--- config.mk ---
export PLATFORM = sky130hd
export DESIGN_NAME = chan_demux_bbm
export DESIGN_NICKNAME = d
export VERILOG_FILES = /design/src/rtl/atf_mux_pkg.sv /design/src/rtl/chan_demux_bbm_guard_timer.sv /design/src/rtl/chan_demux_bbm.sv
export SDC_FILE = /design/constraint.sdc
export NUM_CORES = 1
export LEC_CHECK = 0
export ABC_AREA = 1
export BUFFER_PORTS_ARGS = -buffer_cell sky130_fd_sc_hd__buf_2
export CORE_ASPECT_RATIO = 1.25
export CORE_MARGIN = 1
export CORE_UTILIZATION = 40
export CTS_CLUSTER_DIAMETER = 100
export DETAILED_ROUTE_END_ITERATION = 10
export PLACE_DENSITY = 0.57
export SYNTH_ARGS = -nofsm -noshare
export SYNTH_HDL_FRONTEND = slang
export SYNTH_SLANG_ARGS = --single-unit
--- constraint.sdc ---
create_clock -name clk -period 2.29 [get_ports clk]
set_input_delay 0.229 -clock clk [delete_from_list [all_inputs] [get_ports clk]]
set_output_delay 0.229 -clock clk [all_outputs]
set_load 0.01 [all_outputs]
--- src/rtl/atf_mux_pkg.sv ---
// Shared types and helpers for the atf1502 pin-mux routing models.
// State encoding, guard counter width and select-width helper.
package atf_mux_pkg;

  typedef enum logic [1:0] {
    ST_PARK  = 2'd0,
    ST_GUARD = 2'd1,
    ST_CONN  = 2'd2
  } bbm_state_t;

  localparam int GUARD_CNT_W = 4;

  function automatic int clog2_min1(input int n);
    int r;
    r = 0;
    for (int i = 0; i < 31; i++) begin
      if ((1 << i) < n) r = i + 1;
    end
    return (r < 1) ? 1 : r;
  endfunction

endpackage

--- src/rtl/chan_demux_bbm_guard_timer.sv ---
// bbm_guard_timer: loadable saturating down-counter for break-before-make.
// Load restarts the count; done is high while the count sits at zero.
module bbm_guard_timer
  import atf_mux_pkg::*;
#(
  parameter int W = GUARD_CNT_W
) (
  input  logic         clk,
  input  logic         rst_n,
  input  logic         load,
  input  logic [W-1:0] val,
  input  logic         dec,
  input  logic         clr,
  output logic         done
);

  logic [W-1:0] cnt;

  // Saturates at zero rather than wrapping.
  always_ff @(posedge clk or negedge rst_n) begin
    if (!rst_n) begin
      cnt <= '0;
    end else if (clr) begin
      cnt <= '0;
    end else if (load) begin
      cnt <= val;
    end else if (dec && (cnt != '0)) begin
      cnt <= cnt - 1'b1;
    end
  end

  assign done = (cnt == '0);

endmodule

--- src/rtl/chan_demux_bbm.sv ---
// chan_demux_bbm: routes one signal to one of CHANNELS registered outputs.
// Define CHAN_DEMUX_HOLD_EN to make released channels hold their last value.
module chan_demux_bbm
  import atf_mux_pkg::*;
#(
  parameter int                  CHANNELS = 4,
  parameter int                  SEL_W    = clog2_min1(CHANNELS),
  parameter int                  GUARD    = 2,
  parameter logic [CHANNELS-1:0] DEFAULT  = '0
) (
  input  logic                clk,
  input  logic                rst_n,
  input  logic                en,
  input  logic [SEL_W-1:0]    sel,
  input  logic                signal,
  output logic [CHANNELS-1:0] q,
  output logic [SEL_W-1:0]    active,
  output logic                connected,
  output logic                busy,
  output logic                sel_err
);

  localparam logic [SEL_W:0] CH_LIM =
    (SEL_W + 1)'(CHANNELS);
  localparam logic [GUARD_CNT_W-1:0] GLOAD =
    GUARD_CNT_W'((GUARD > 0) ? GUARD - 1 : 0);
  localparam bit FAST = (GUARD == 0);

  bbm_state_t          state;
  bbm_state_t          state_n;
  logic [SEL_W-1:0]    target;
  logic [SEL_W-1:0]    tgt_n;
  logic [SEL_W-1:0]    act_n;
  logic [CHANNELS-1:0] q_n;
  logic                busy_n;
  logic                conn_n;
  logic                err_n;
  logic                sel_ok;
  logic                req;
  logic                t_load;
  logic                t_dec;
  logic                t_clr;
  logic                t_done;

  assign sel_ok = ({1'b0, sel} < CH_LIM);
  assign req    = en && sel_ok;

  bbm_guard_timer #(
    .W(GUARD_CNT_W)
  ) u_timer (
    .clk  (clk),
    .rst_n(rst_n),
    .load (t_load),
    .val  (GLOAD),
    .dec  (t_dec),
    .clr  (t_clr),
    .done (t_done)
  );

  always_ff @(posedge clk or negedge rst_n) begin
    if (!rst_n) begin
      state     <= ST_PARK;
      target    <= '0;
      active    <= '0;
      q         <= DEFAULT;
      busy      <= 1'b0;
      connected <= 1'b0;
      sel_err   <= 1'b0;
    end else begin
      state     <= state_n;
      target    <= tgt_n;
      active    <= act_n;
      q         <= q_n;
      busy      <= busy_n;
      connected <= conn_n;
      sel_err   <= err_n;
    end
  end

  // Invalid selects never reach here as requests; the guard keeps counting.
  always_comb begin
    state_n = state;
    tgt_n   = target;
    act_n   = active;
    t_load  = 1'b0;
    t_dec   = 1'b0;
    t_clr   = 1'b0;
    unique case (state)
      ST_PARK: begin
        if (req) begin
          if (FAST) begin
            state_n = ST_CONN;
            act_n   = sel;
          end else begin
            state_n = ST_GUARD;
            tgt_n   = sel;
            t_load  = 1'b1;
          end
        end
      end
      ST_GUARD: begin
        if (!en) begin
          state_n = ST_PARK;
          t_clr   = 1'b1;
        end else if (req && (sel != target)) begin
          tgt_n  = sel;
          t_load = 1'b1;
        end else if (t_done) begin
          state_n = ST_CONN;
          act_n   = target;
        end else begin
          t_dec = 1'b1;
        end
      end
      ST_CONN: begin
        if (!en) begin
          state_n = ST_PARK;
        end else if (req && (sel != active)) begin
          if (FAST) begin
            act_n = sel;
          end else begin
            state_n = ST_GUARD;
            tgt_n   = sel;
            t_load  = 1'b1;
          end
        end
      end
      default: begin
        state_n = ST_PARK;
        t_clr   = 1'b1;
      end
    endcase
  end

  always_comb begin
`ifdef CHAN_DEMUX_HOLD_EN
    // q itself is the hold register: released bits keep their last value.
    q_n = q;
`else
    q_n = DEFAULT;
`endif
    if (state_n == ST_CONN) q_n[act_n] = signal;
    busy_n = (state_n == ST_GUARD);
    conn_n = (state_n == ST_CONN);
    err_n  = en && !sel_ok;
  end

endmodule

==> results by group, run 1 <==
Status
  • Status: finished, final reports clean

CTS
  • CTS Buf Count: 3
  • Max Root-Sink Buffers: 2
  • Sink Count: 16
  • Clock latency at the later pin of the worst-skew pair: 0.29 ns
  • TritonCTS clock tree: built
  • Root buf cell: clkbuf_4
  • Post-CTS sizing: 0
  • Clock transition at the registers of the reported paths: 0.10 ns
  • # H-tree levels: 1

Drt
  • Wirelength per Cell: 10.4 um
  • Routed WL: 1910 um
  • Drt pass-1 iters: 4
  • # DRC: 0
  • WL met2: 901 um
  • Final ANT Viol Nets: 0
  • DR vias: roughly 860
  • Detail Route met3 WL: 48 um
  • Vias/cell: 4.70
  • WL met1: 936 um
  • DRC violation total after the first TritonRoute iteration: 29
  • Highest Signal Layer: met4

Timing
  • Fmax: around 0.61 GHz
  • Final period util: 0.718
  • Fin Setup TNS: 0 ns
  • Final Max Slew Viols: 0
  • Final hold vios: 0
  • Final setup viols: 0
  • Final min period: 1.64 ns
  • RSZ-0062 raised after global routing: false
  • Fin Clk Skew: 0.00468 ns

Global route
  • Initial antenna violation count: 0
  • Total GRT Usage: 0.175
  • First-pass GRT wire length: roughly 3400 um
  • Vias in the first global route: between 800 and 900
  • Grt ovf: 0
  • Largest net degree at the start of global routing: 17

Floorplan
  • Die width: 46.7 um
  • Core area: 2280 um^2
  • Boundary pin count: 15
  • Die Area: between 2000 and 3000 um^2
  • Die extent in y: 57.9 um
  • Num rows: 19
  • Initial Util: 0.438

Yosys
  • Syn Std Cell Area: between 900 and 1000 um^2
  • Synth unique cells: 21
  • Seq/Total Area, Yosys: 0.401
  • Syn Nets: 149
  • Mean Syn Cell Area: 7.35 um^2
  • #FFs+latches synth: 16
  • Yosys Warn Count: 0
  • Mapped Cells: 136

Cells and area
  • Share of layout cells above drive strength 1: 0.145
  • Final net count: 166
  • Fill cells: 234
  • P&R area growth vs syn: 13.8%
  • Diode count: 0
  • Design area: 1140 um^2

Critical path
  • CP endpoint kind: flop
  • Max Fanout on Critical Path: 9
  • Arr. time, crit path: around 1.8 ns
  • WS Path Type: reg2reg
  • Worst setup SP type: flop
  • CP required: between 2 and 2.5 ns

Hold path
  • Worst hold path class: in2reg

Power
  • P per Cell Area: 1160 nW/um^2
  • Peak supply drop: 0.000574 V
  • LEAKAGE: 0.625 nW
  • Total power: roughly 1.3 mW

Place
  • Placer's final routability congestion estimate: 0.866
  • Placed cell areas: 1090 um^2
  • IO buf count: 13
  • Dpl hpwl: 1470 um

Flow run
  • # Max-Cap Violations: 0
## power by group
part	total (mW)	leakage (nW)	switching [mW]	internal (mW)
logic	0.684	0.394	0.441	0.243
registers	0.447	0.211	0.0763	0.371
clock network	0.189	0.0210	0.0925	0.0968
## registers in the layout (all words and copies together), names as in the netlist
name and cells:
q 4, target 2, connected 1, state 2
u_timer.cnt 4, busy 1, active 2
## Yosys cell counts
cell type  instances  area share
inv_2              1      0.0038
o21ai_1            2       0.010
a21oi_1            3       0.015
buf_2              1      0.0050
conb_1             1      0.0038
buf_4              1      0.0075
nor2_1            15       0.056
nand2_2            2       0.013
o21ai_0            4       0.020
a21oi_4            1       0.016
ha_1               7       0.088
nand3b_1           2       0.015
inv_1             20       0.075
xnor2_1            2       0.018
xor2_1             1      0.0088
nand3_1           13       0.065
nand2_1           41        0.15
a21boi_1           1      0.0075
nor2_4             1       0.011
dfrtp_1           16        0.40
o21bai_1           1      0.0075
## cells in the final DEF (no fill, tap or decap), drive strengths merged
cell / Yosys / layout
nand2: 43 / 43
inv: 21 / 21
dfrtp: 16 / 16
nor2: 16 / 16
nand3: 13 / 13
buf: 2 / 13
ha: 7 / 7
o21ai: 6 / 6
a21oi: 4 / 4
clkbuf: 0 / 4
xnor2: 2 / 2
nand3b: 2 / 2
o21bai: 1 / 1
xor2: 1 / 1
a21boi: 1 / 1
conb: 1 / 1
dlygate4sd3: 0 / 1
## metal layers
layer / global-route usage / vias to the layer above
li1: - / 449
met1: 0.238 / 392
met2: 0.256 / 16
met3: 0.0374 / 4
met4: 0.0939 / 0
met5: 0 / -
## kinds of logic after synthesis
| family | count (synthesis) | synth area share |
|---|---|---|
| xor gates and xnor gates | 3 | 0.0263 |
| other | 1 | 0.00375 |
| and+or+nand+nor | 74 | 0.314 |
| buffers and inverters | 23 | 0.0914 |
| adders and majority gates | 7 | 0.0876 |
| AOI/OAI and AO/OA | 12 | 0.0764 |
| DFF | 16 | 0.400 |
## layout make-up
cell class	count	area [um^2]	area share
repair buffers	14	75.1	0.0660
inverters	21	78.8	0.0693
well taps	31	38.8	0.0341
multi-input cells	97	508	0.447
clock buffers	4	36.3	0.0319
flip-flops and latches	16	400	0.352
## critical path, stage by stage (launching register included)
cell and delay (ns):
dfrtp_1 0.46, inv_1 0.11, ha_1 0.20, inv_1 0.09, a21oi_4 0.25, nand2_2 0.12
nand2_1 0.08, nand2_1 0.08, nand3_1 0.10, nor2_1 0.05
## stage by stage
| stage | worst slack [ns] | utilization | hold WS [ns] | std cells |
|---|---|---|---|---|
| 3_5_place_dp | 0.677 | 0.478 | 0.171 | 178 |
| 5_1_grt | 0.506 | 0.498 | 0.200 | 183 |
| 4_1_cts | 0.648 | 0.498 | 0.197 | 183 |
| 6_report | 0.646 | 0.498 | 0.203 | 183 |
| 3_3_place_gp | 0.664 | 0.478 | 0.165 | 178 |
| 2_1_floorplan | 0.904 | - | -0.0666 | 136 |
## final timing paths
check                               start  cells past startpoint        endpoint  slack [ns]
setup / recovery                 state[1]                      9            q[2]        0.65
hold / removal                     signal                      3            q[0]        0.20
setup reg to reg                 state[1]                      9            q[2]        0.65
hold reg to reg            u_timer.cnt[3]                      3  u_timer.cnt[3]        0.53
max in group asynchronous           rst_n                      2            q[2]        1.65
min in group asynchronous           rst_n                      2  u_timer.cnt[1]        0.37
## what timing repair did
| item | in CTS | in global routing |
|---|---|---|
| hold endpoints to repair | 16 | 0 |
| setup buffers | 0 | 0 |
| setup endpoints to repair | 0 | 0 |
| hold buffers | 1 | 0 |
Note: power is estimated with default switching activity, not from simulation.
==> run 2: changes to the inputs <==
- PLACE_DENSITY: 0.57 -> 0.6
- clock period: 2.29 -> 1.3 ns (I/O delays scaled with it)
==> run 2 against run 1 <==
Against the previous run:
- the flow now finishes with violations (setup timing)
- cell area grew 29%
- die area is the same
- largest cell class unchanged
- critical path type unchanged
- sequential cell count is the same
- power grew 150%
- utilization grew 14 points
- final cell count grew 15%
- clock skew shrank 0.0025 ns
==> results by group, run 2 (synthesis results as in run 1) <==
Status
  • Status: complete, but fails checks (was finished, final reports clean)
  • Failing checks: setup timing

Global route
  • Largest net degree at the start of global routing: 17 (unchanged)
  • Vias in the first global route: 976 (was 805)
  • Initial antenna violation count: 0 (unchanged)
  • Total GRT Usage: 0.199 (was 0.175)
  • First-pass GRT wire length: 3990 um (was 3400 um)
  • Grt ovf: 0 (unchanged)

Place
  • Placer's final routability congestion estimate: 0.878 (was 0.866)
  • Minimum setup slack after placement: -0.186 ns (was 0.677 ns)
  • Dpl hpwl: 1590 um (was 1470 um)
  • Placed cell areas: 1220 um^2 (was 1090 um^2)
  • IO buf count: 13 (unchanged)

Timing
  • Fin Clk Skew: 0.00219 ns (was 0.00468 ns)
  • Final period util: 1.14 (was 0.718)
  • Fin Setup TNS: -1.58 ns (was 0 ns)
  • Final Max Slew Viols: 0 (unchanged)
  • Fmax: 0.672 GHz (was 0.608 GHz)
  • PnR worst setup slack: -0.188 ns (was 0.646 ns)
  • Final min period: 1.49 ns (was 1.64 ns)
  • Final hold vios: 0 (unchanged)
  • RSZ-0062 raised after global routing: true (was false)
  • Final setup viols: 15 (was 0)

CTS
  • CTS Buf Count: 3 (unchanged)
  • Clock latency at the later pin of the worst-skew pair: 0.29 ns (about the same)
  • # H-tree levels: 1 (unchanged)
  • Clock transition at the registers of the reported paths: 0.10 ns (about the same)
  • TritonCTS clock tree: built (unchanged)
  • Max Root-Sink Buffers: 2 (unchanged)
  • Root buf cell: clkbuf_4 (unchanged)
  • Sink Count: 16 (unchanged)

Cells and area
  • Commonest non-fill, non-tap cell in the layout: nand2_1 (unchanged)
  • P&R area growth vs syn: 46.3% (was 13.8%)
  • Final Util: 0.641 (was 0.498)
  • Most frequent cells in the layout: 29 x nand2_1, 26 x buf_4, 16 x dfrtp_1 (was 41 x nand2_1, 20 x inv_1, 16 x dfrtp_1)
  • Share of layout cells above drive strength 1: 0.483 (was 0.145)
  • Design area: 1460 um^2 (was 1140 um^2)
  • Final net count: 194 (was 166)
  • Diode count: 0 (unchanged)
  • Biggest regs: q: 4 flops, u_timer.cnt: 4 flops (unchanged)

Drt
  • DRC violation total after the first TritonRoute iteration: 11 (was 29)
  • Routed WL: 2420 um (was 1910 um)
  • Vias/cell: 4.77 (was 4.70)
  • Wirelength per Cell: 11.5 um (was 10.4 um)
  • # DRC: 0 (unchanged)
  • Drt pass-1 iters: 5 (was 4)
  • Final ANT Viol Nets: 0 (unchanged)
  • DR vias: 1007 (was 861)

Power
  • LEAKAGE: 0.770 nW (was 0.625 nW)
  • P per Cell Area: 2230 nW/um^2 (was 1160 nW/um^2)
  • Total power: 3.26 mW (was 1.32 mW)
  • Peak supply drop: 0.00125 V (was 0.000574 V)

Floorplan
  • Die width: 46.7 um (unchanged)
  • Core area: 2280 um^2 (unchanged)
  • Initial Util: 0.438 (unchanged)
  • Die extent in y: 57.9 um (unchanged)
  • Num rows: 19 (unchanged)
  • Die Area: 2700 um^2 (unchanged)
  • Boundary pin count: 15 (unchanged)

Critical path
  • Arr. time, crit path: 1.68 ns (was 1.83 ns)
  • Max Fanout on Critical Path: 3 (was 9)
  • WS Path Type: reg2reg (unchanged)
  • CP required: 1.50 ns (was 2.47 ns)
  • Setup slack, reg-to-reg: -0.19 ns (was 0.65 ns)
  • Worst setup SP type: flop (unchanged)
  • CP endpoint kind: flop (unchanged)

Hold path
  • Worst hold path class: in2reg (unchanged)

Flow run
  • # Max-Cap Violations: 0 (unchanged)
==> run 2: changes by cell type in the layout (fill, tap and decap cells not counted), sizes merged <==
cell and change:
a21oi +1, buf +27
==> run 2: critical path, cell delays in order (launching register included) <==
cell     delay, ns
dfrtp_1       0.39
inv_2         0.05
buf_4         0.13
ha_1          0.22
o21ai_1       0.16
nand2_1       0.09
nand2_2       0.08
nor2_4        0.05
buf_4         0.13
buf_6         0.10
==> run 2: repair_timing <==
action,CTS,global route
buffers inserted,10,1
endpoints found under the hold margin,16,0
pin swaps,20,4
endpoints found under the setup margin,16,16
hold buffers,1,0
gates resized for setup,29,10
cloned,1,0
==> run 2: area by class of cell <==
type,count,area (um^2)
inverter,21,81.3
sequential,16,400
multi-input combinational,98,624
fill,210,820
clock buffer,4,36.3
timing repair buffer,41,282
tap,31,38.8
==> run 2: report_power, final <==
| group | leakage (nW) | internal (mW) | switching [mW] | total, mW |
|---|---|---|---|---|
| registers | 0.211 | 0.654 | 0.111 | 0.764 |
| logic | 0.538 | 0.995 | 1.16 | 2.16 |
| clock network | 0.0210 | 0.171 | 0.167 | 0.338 |
| total | 0.770 | 1.82 | 1.44 | 3.26 |
==> run 2: stage by stage <==
step	instances	hold WS [ns]
after floorplan	136	-0.166
after global placement	194	0.0634
after detailed placement	194	0.0650
after CTS	210	0.0894
after global routing	211	0.0871
final	211	0.0906
==> run 2: metal layers <==
layer / up-vias / part of all wire / track usage
met5: - / 0 / 0
met4: 0 / 0.021 / 0.0653
met3: 6 / 0.045 / 0.0280
met2: 34 / 0.54 / 0.363
met1: 460 / 0.39 / 0.227
li1: 507 / - / -
==> run 2: final timing paths <==
kind	startpoint	endpoint	cells after the start
worst min register to register	u_timer.cnt[3]	u_timer.cnt[3]	3
min in group asynchronous	rst_n	u_timer.cnt[3]	2
max in group asynchronous	rst_n	target[0]	2
worst min-delay path	signal	q[2]	3
worst max register to register	state[0]	state[1]	9
worst max-delay path	state[0]	state[1]	9
